File: config.mk
export PLATFORM = sky130hd
export DESIGN_NAME = riscv_imm_sel_ctrl
export DESIGN_NICKNAME = d
export VERILOG_FILES = /design/src/rtl/riscv_imm_sel_ctrl.sv
export SDC_FILE = /design/constraint.sdc
export NUM_CORES = 1
export LEC_CHECK = 0
export ABC_AREA = 0
export CAP_MARGIN = 20
export CORE_MARGIN = 5
export CORE_UTILIZATION = 34
export DETAILED_ROUTE_END_ITERATION = 12
export HOLD_SLACK_MARGIN = 0.03
export PLACE_DENSITY = 0.8
export SLEW_MARGIN = 10
export SYNTH_ARGS = -nofsm -noshare
export SYNTH_HDL_FRONTEND = slang
export SYNTH_SLANG_ARGS = --single-unit
File: constraint.sdc
create_clock -name clk -period 1.45 [get_ports clk]
set_input_delay 0.2175 -clock clk [delete_from_list [all_inputs] [get_ports clk]]
set_output_delay 0.2175 -clock clk [all_outputs]
set_load 0.05 [all_outputs]
File: src/rtl/riscv_imm_sel_ctrl.sv
// riscv_imm_sel_ctrl: feeds one instruction at a time to a registered immediate generator and returns the selected immediate over valid/ready.
// Optional statistics counters are enabled by defining RISCV_IMM_SEL_CTRL_STATS_EN.
module riscv_imm_sel_ctrl #(
    parameter int GEN_LATENCY = 1
`ifdef RISCV_IMM_SEL_CTRL_STATS_EN
    , parameter int CNT_W = 16
`endif
) (
    input  logic        clk,
    input  logic        rst,
    input  logic        s_valid,
    output logic        s_ready,
    input  logic [31:0] s_instr,
    output logic [31:0] gen_instr,
    input  logic [31:0] gen_i_imm,
    input  logic [31:0] gen_s_imm,
    input  logic [31:0] gen_b_imm,
    input  logic [31:0] gen_u_imm,
    input  logic [31:0] gen_j_imm,
    output logic        m_valid,
    input  logic        m_ready,
    output logic [31:0] m_imm,
    output logic [2:0]  m_fmt,
    output logic        m_illegal,
    output logic        busy
`ifdef RISCV_IMM_SEL_CTRL_STATS_EN
    , output logic [CNT_W-1:0] stat_instr_cnt,
    output logic [CNT_W-1:0] stat_illegal_cnt
`endif
);
    localparam logic [1:0] IDLE = 2'd0, ISSUE = 2'd1, HOLD = 2'd2;
    logic [1:0]  state;
    logic [2:0]  cnt;
    logic [2:0]  fmt_q;
    logic [2:0]  dec_fmt;
    logic [31:0] sel_imm;
    logic        accept;
    logic        hs;
    assign s_ready = (state == IDLE) || (state == HOLD && m_ready);
    assign accept  = s_valid && s_ready;
    assign hs      = m_valid && m_ready;
    assign busy    = state != IDLE;
    always_comb begin
        case (s_instr[6:0])
            7'b0010011, 7'b0000011, 7'b1100111, 7'b1110011: dec_fmt = 3'd1;
            7'b0100011:                                     dec_fmt = 3'd2;
            7'b1100011:                                     dec_fmt = 3'd3;
            7'b0110111, 7'b0010111:                         dec_fmt = 3'd4;
            7'b1101111:                                     dec_fmt = 3'd5;
            7'b0110011:                                     dec_fmt = 3'd0;
            default:                                        dec_fmt = 3'd7;
        endcase
    end
    // R-type and illegal instructions fall through to a zero immediate
    always_comb
        sel_imm = fmt_q == 3'd1 ? gen_i_imm :
                  fmt_q == 3'd2 ? gen_s_imm :
                  fmt_q == 3'd3 ? gen_b_imm :
                  fmt_q == 3'd4 ? gen_u_imm :
                  fmt_q == 3'd5 ? gen_j_imm : 32'd0;
    always_ff @(posedge clk) begin
        if (rst) begin
            state     <= IDLE;
            gen_instr <= 32'h0000_0013;
            fmt_q     <= 3'd0;
            cnt       <= 3'd0;
            m_valid   <= 1'b0;
            m_imm     <= 32'd0;
            m_fmt     <= 3'd0;
            m_illegal <= 1'b0;
        end else if (accept) begin
            gen_instr <= s_instr;
            fmt_q     <= dec_fmt;
            cnt       <= 3'(GEN_LATENCY);
            m_valid   <= 1'b0;
            state     <= ISSUE;
        end else if (hs) begin
            m_valid <= 1'b0;
            state   <= IDLE;
        end else if (state == ISSUE) begin
            if (cnt == 3'd0) begin
                m_imm     <= sel_imm;
                m_fmt     <= fmt_q;
                m_illegal <= fmt_q == 3'd7;
                m_valid   <= 1'b1;
                state     <= HOLD;
            end else begin
                cnt <= cnt - 3'd1;
            end
        end
    end
`ifdef RISCV_IMM_SEL_CTRL_STATS_EN
    always_ff @(posedge clk) begin
        if (rst) begin
            stat_instr_cnt   <= '0;
            stat_illegal_cnt <= '0;
        end else if (hs) begin
            if (!(&stat_instr_cnt)) stat_instr_cnt <= stat_instr_cnt + CNT_W'(1);
            if (m_illegal && !(&stat_illegal_cnt)) stat_illegal_cnt <= stat_illegal_cnt + CNT_W'(1);
        end
    end
`endif
endmodule
==> qor.csv, run 1 <==
stage,metric,value,unit
outcome,outcome,"finished, final reports clean",
finish,multi_input_area,0.00256,sq mm
yosys,synth_edf_count,0,
sta,tns,0,ps
place,placed_area,0.00764,sq mm
pwr,p_per_area,927,mW/mm^2
global_route,grt_overflow,0,
setup_path,crit_arrival,1190,ps
finish,antenna_cells,0,
clocking,cts_tree,done,
global_route,grt_pass1_vias,5131,
clocking,clk_pin_slew,60,ps
min_path,min_path_type,in -> reg,
yosys,yosys_warnings,0,
sta,max_freq,0.713,GHz
sta,period_share,96.8,%
pwr,swShare,33.7,%
floorplan,die_y,122,um
floorplan,die-width,122,um
global_route,grt_first_pass_wirelength,26.2,mm
finish,areaGrowthSynthToFinish,88.4,%
pwr,ir_drop,0.500,mV
floorplan,rows,41,
place,gp_congestion,0.881,
place,io_buffers,266,
yosys,yosysSeqAreaShare,35.6,%
global_route,antenna_found_initial,0,
routing,wl_per_cell,19.1,um
sta,min_period,1400,ps
routing,drc_errors,0,
finish,fin_area,0.00805,sq mm
setup_path,path_buf_inv,1,
yosys,ys_ff_latch,76,
yosys,ys.flop_type,dfxtp_1,
pwr,combinationalPowerShare,38.8,%
setup_path,required,1230,ps
sta,hold_viol,0,
setup_path,start_kind,register,
setup_path,crit_family,flip-flops,
routing,routed_wl,17.2,mm
finish,final_nets,921,
sta,fin_skew,5.82,ps
global_route,grt_max_degree,30,
yosys,yosysTopAreaCell,dfxtp_1,
routing,drt_first_pass_iters,4,
finish,postLayoutCoreUtil,64.6,%
pwr,internal_power,0.00495,W
yosys,syn_area_per_cell,9.58,sq um
yosys,syn_nets,644,
sta,holdWs,293,ps
clocking,numCtsBuffers,9,
clocking,cts_buffer_depth,2,
sta,relSlewSlack,76.6,%
yosys,ys_top_cells_by_count,"dfxtp_1 (76), a21oi_1 (38), nor2_1 (36)",
sta,setup_viol,0,
yosys,synth_area_leaders,"dfxtp_1 (36%), a221oi_2 (10%), a211oi_2 (8.5%)",
routing,viasPerCell,5.32,
pwr,p_total,0.00746,W
sta,max_slew.worst_pin.slew,351,ps
clocking,clock_sinks,76,
routing,ant_nets,0,
setup_path,slowest_delay,380,ps
global_route,grt_usage,22.1,%
floorplan,ioPinCount,267,
routing,drt_iter0_drc,214,
clocking,root_buffer,clkbuf_16,
setup_path,critical_path.cell_chain,"and2b_2, nor2_4, buf_12",
clocking,insertion_delay,330,ps
pwr,p_leak,3.06,nW
pwr,p_sw,0.00251,W
clocking,cts_hold_buf,0,
yosys,synthArstFlopShare,0,%
job,cap_violations,0,
floorplan,die_area,0.0149,sq mm
finish,seqCellArea,0.00153,sq mm
floorplan,start_util,34.3,%
place,dpl.hpwl,13.3,mm
yosys,synth_cell_types,44,
floorplan,coreArea,0.0125,sq mm
yosys,synth_top_area_share,35.6,%
setup_path,worst_setup_path_end_kind,primary output,
sta,maxSlewViolCount,0,
yosys,yosysMostFrequentCell,dfxtp_1,
setup_path,critPathKind,reg -> out,
setup_path,path_max_fanout,10,
pwr,p_clk_share,28.9,%
pwr,p_seq_share,32.3,%
finish,drive_above_1_share,34.6,%
finish,fill_cells,1007,
clocking,cts_max_level,3,
yosys,syn_inst,446,
routing,vias,4787,
setup_path,critPathSlowestCell,dfxtp_4,
yosys,synth_area,0.00427,sq mm
[path summary, 6_finish.rpt]
kind | endpoint | startpoint | slack, ps | depth (start not counted)
hold / removal | m_fmt[0] | rst | 290 | 2
hold reg to reg | m_fmt[1] | m_fmt[1] | 470 | 2
setup / recovery | s_ready | state[1] | 50 | 3
setup reg to reg | m_imm[12] | cnt[0] | 60 | 6
[power by group through the flow]
stage               combinational [W]  clock, W  sequential, W
floorplan                    0.000930         0        0.00293
global placement              0.00279         0        0.00244
detailed placement            0.00285         0        0.00245
CTS                           0.00290   0.00223        0.00241
global route                  0.00305   0.00232        0.00243
finish                        0.00289   0.00215        0.00241
[stage by stage]
stage / instances / setup WS, ps
after floorplan: 446 / -38.3
after CTS: 900 / 7.15
after global placement: 881 / -107
final: 900 / 46.9
after detailed placement: 881 / -243
after global routing: 900 / -1.36
[cells by family after synthesis]
logic type / share of synthesized area, %
AOI/OAI and AO/OA: 36.0
and+or+nand+nor: 12.3
DFF: 35.6
buffers and inverters: 6.59
muxes: 8.90
adders and majority gates: 0.586
[area by class of cell]
| cell class | instances | area share (%) |
|---|---|---|
| Clock buffer | 10 | 2.97 |
| Clock inverter | 6 | 0.653 |
| Inverter | 5 | 0.233 |
| Multi-Input combinational cell | 316 | 31.8 |
| Sequential cell | 76 | 19.1 |
| Tap cell | 172 | 2.67 |
| Timing Repair Buffer | 315 | 42.6 |
[sequential cells by signal, summed over array words and instances (netlist names)]
name / flops
cnt: 3
fmt_q: 3
gen_instr: 32
m_fmt: 3
m_illegal: 1
m_imm: 32
state: 2
[what timing repair did]
| action | 4_1_cts | 5_1_grt |
|---|---|---|
| endpoints found under the hold margin | 0 | 0 |
| pin swaps | 3 | 2 |
| setup buffers | 2 | 1 |
| gates cloned | 1 | 0 |
| resized for setup | 11 | 19 |
| endpoints found under the setup margin | 35 | 44 |
[cell usage in the layout, fill, tap and decap left out, types with 5 or more instances in the layout]
master and n:
o21ai_0 27, a21oi_1 38, nand3_1 29, nand2_1 10, mux2_2 31, dfxtp_1 70, buf_4 73, buf_12 45
a221oi_2 29, o21ai_1 5, clkbuf_16 9, a22oi_1 31, a211oi_2 29, clkdlybuf4s50_1 193, nor2_1 34
[per-layer routing]
layer  routed length, um  share of wire [%]  GRT usage (%)
met4                 293                1.7           6.23
met5                   0                  0              0
met1                6360                 37           23.7
met3                1600                9.3           7.29
met2                8950                 52           41.4
Power figures use the tool's default switching activity.
==> inputs of run 2 (changes only) <==
--- a/config.mk
+++ b/config.mk
@@ -7,9 +7,10 @@
 export LEC_CHECK = 0
 export ABC_AREA = 0
 export CAP_MARGIN = 20
-export CORE_MARGIN = 5
+export CORE_MARGIN = 1.5
 export CORE_UTILIZATION = 34
 export DETAILED_ROUTE_END_ITERATION = 12
+export GPL_ROUTABILITY_DRIVEN = 0
 export HOLD_SLACK_MARGIN = 0.03
 export PLACE_DENSITY = 0.8
 export SLEW_MARGIN = 10
==> run 2 against run 1 <==
Effect of this change: the run now ends with negative setup slack left; non-clock buffer count is 14 higher; sequential power hardly changed; combinational power is 9.0% higher; sequential cell count stayed put; clock power is 8% higher; register-to-register slack worse by 60 ps; largest cell class unchanged; largest power group unchanged; routed wire length is 1.9% higher; worst setup slack worse by 49 ps; first-iteration DRC count is 3.7% lower; cell count is 1.1% higher; cell area is 4.8% higher.
==> qor.csv, run 2 (same netlist as run 1, synthesis figures left out) <==
stage,metric,value,unit,change
setup_path,rr_worst_depth,6,,unchanged
setup_path,path_max_fanout,11,,was 10
sta,period_share,100,%,was 96.8%
place,placed_area,0.00764,sq mm,about the same
job,cap_violations,0,,unchanged
sta,hold_viol,0,,unchanged
routing,routed_wl,17.5,mm,was 17.2 mm
sta,max_freq,0.689,GHz,was 0.713 GHz
clocking,insertion_delay,330,ps,about the same
finish,fill_cells,894,,was 1007
setup_path,slowest_delay,380,ps,about the same
pwr,p_leak,3.19,nW,was 3.06 nW
setup_path,worst_setup_path_end_kind,register,,was primary output
clocking,clock_sinks,76,,unchanged
routing,drt_iter0_drc,206,,was 214
setup_path,start_kind,register,,unchanged
floorplan,coreArea,0.0121,sq mm,was 0.0125 sq mm
sta,setup_viol,1,,was 0
pwr,swShare,32.7,%,was 33.7%
sta,relSlewSlack,75.1,%,was 76.6%
place,dpl.cell_count,875,,was 881
pwr,p_seq_share,30.6,%,was 32.3%
floorplan,ioPinCount,267,,unchanged
finish,fin_area,0.00844,sq mm,was 0.00805 sq mm
place,dpl.hpwl,12.7,mm,was 13.3 mm
finish,layout.cells.non_filler,910,,was 900
routing,vias,4844,,was 4787
clocking,clk_pin_slew,60,ps,about the same
sta,rsz0062_at_grt,yes,,
pwr,combinationalPowerShare,39.9,%,was 38.8%
floorplan,die_y,115,um,was 122 um
clocking,cts_buffer_depth,2,,unchanged
routing,viasPerCell,5.32,,about the same
global_route,antenna_found_initial,0,,unchanged
finish,antenna_cells,0,,unchanged
finish,layout_common_cells,"clkdlybuf4s50_1 (194), buf_4 (76), dfxtp_1 (70), buf_12 (46), a21oi_1 (38)",,"was clkdlybuf4s50_1 (193), buf_4 (73), dfxtp_1 (70), buf_12 (45), a21oi_1 (38)"
routing,wl_per_cell,19.3,um,was 19.1 um
min_path,min_path_type,in -> reg,,unchanged
global_route,grt_overflow,0,,unchanged
finish,areaGrowthSynthToFinish,97.4,%,was 88.4%
sta,holdWs,304,ps,was 293 ps
setup_path,required,1700,ps,was 1230 ps
global_route,grt_first_pass_wirelength,24.7,mm,was 26.2 mm
routing,ant_nets,0,,unchanged
pwr,p_sw,0.00258,W,was 0.00251 W
clocking,cts_hold_buf,0,,unchanged
routing,drc_errors,0,,unchanged
finish,final_common_cell,clkdlybuf4s50_1,,unchanged
sta,max_slew.worst_pin.slew,373,ps,was 351 ps
finish,final_nets,935,,was 921
floorplan,rows,40,,was 41
pwr,p_clk_share,29.6,%,was 28.9%
global_route,grt_usage,23.9,%,was 22.1%
floorplan,die-width,115,um,was 122 um
outcome,violations,negative setup slack,,
sta,setup_slack,-2.32,ps,was 46.9 ps
sta,min_period,1450,ps,was 1400 ps
sta,maxSlewViolCount,0,,unchanged
global_route,grt_max_degree,31,,was 30
floorplan,start_util,35.3,%,was 34.3%
floorplan,die_area,0.0132,sq mm,was 0.0149 sq mm
pwr,p_per_area,936,mW/mm^2,was 927 mW/mm^2
sta,fin_skew,6.53,ps,was 5.82 ps
routing,drt_first_pass_iters,4,,unchanged
setup_path,critPathKind,reg -> reg,,was reg -> out
clocking,numCtsBuffers,9,,unchanged
place,io_buffers,266,,unchanged
setup_path,critical_path.cell_chain,"buf_6, nor3b_4, buf_4, clkbuf_16, a22oi_1, a211oi_2",,"was and2b_2, nor2_4, buf_12"
min_path,min_path_cells,2,,unchanged
pwr,internal_power,0.00531,W,was 0.00495 W
setup_path,critPathSlowestCell,dfxtp_4,,unchanged
global_route,grt_pass1_vias,4999,,was 5131
finish,reg.largest.list,"gen_instr: 32 flops, m_imm: 32 flops",,unchanged
clocking,cts_tree,done,,unchanged
clocking,cts_max_level,3,,unchanged
setup_path,crit_arrival,1700,ps,was 1190 ps
finish,drive_above_1_share,37.7,%,was 34.6%
outcome,outcome,"complete, but fails checks",,"was finished, final reports clean"
pwr,ir_drop,0.635,mV,was 0.500 mV
clocking,root_buffer,clkbuf_16,,unchanged
-- run 2: stage by stage --
step	TNS, ps	total power (W)	setup WS, ps	utilization, %
final	-2.32	0.00789	-2.32	69.6
after global routing	-581	0.00820	-52.6	69.6
after CTS	-57.3	0.00772	-34.9	66.5
after detailed placement	-5960	0.00533	-187	63.0
after global placement	-2640	0.00526	-110	63.0
after floorplan	-38.3	0.00386	-38.3	-
-- run 2: timing repair --
action | 4_1_cts | 5_1_grt
pin swaps | 4 | 17
setup buffers | 5 | 8
resized for setup | 20 | 35
cloned | 0 | 6
endpoints found under the setup margin | 47 | 36
-- run 2: metal layers --
metal / vias to the layer above / global-route usage [%] / part of all wire [%]
met4: 0 / 8.81 / 2.3
li1: 2292 / - / -
met2: 217 / 46.4 / 53
met5: - / 0 / 0
met3: 29 / 5.38 / 6.9
met1: 2306 / 24.9 / 38
-- run 2: critical path: cells and delay by family, from the launching register on --
family                 cells  cell delay (ps)
AOI/OAI and AO/OA          2              310
buffers and inverters      3              460
DFF                        1              380
and+or+nand+nor            1              210
-- run 2: worst paths after layout --
path | start | to | slack [ps]
worst max-delay path | fmt_q[1] | m_imm[23] | -2
worst min-delay path | rst | gen_instr[28] | 300
worst max register to register | fmt_q[1] | m_imm[23] | -2
worst min register to register | m_fmt[1] | m_fmt[1] | 460
-- run 2: power groups by stage --
stage	clock (W)	sequential (W)	combinational, W
after global placement	0	0.00244	0.00282
after global routing	0.00248	0.00243	0.00329
after CTS	0.00238	0.00241	0.00294
after detailed placement	0	0.00245	0.00288
after floorplan	0	0.00293	0.000930
final	0.00233	0.00241	0.00315
-- run 2: layout make-up --
class / count / area (sq um) / area share (%)
clock inverter: 4 / 55.1 / 0.653
tap: 168 / 210 / 2.49
multi-input combinational: 316 / 2700 / 32.0
clock buffer: 12 / 256 / 3.04
inverter: 5 / 18.8 / 0.222
sequential: 76 / 1530 / 18.2
timing repair buffer: 329 / 3670 / 43.5
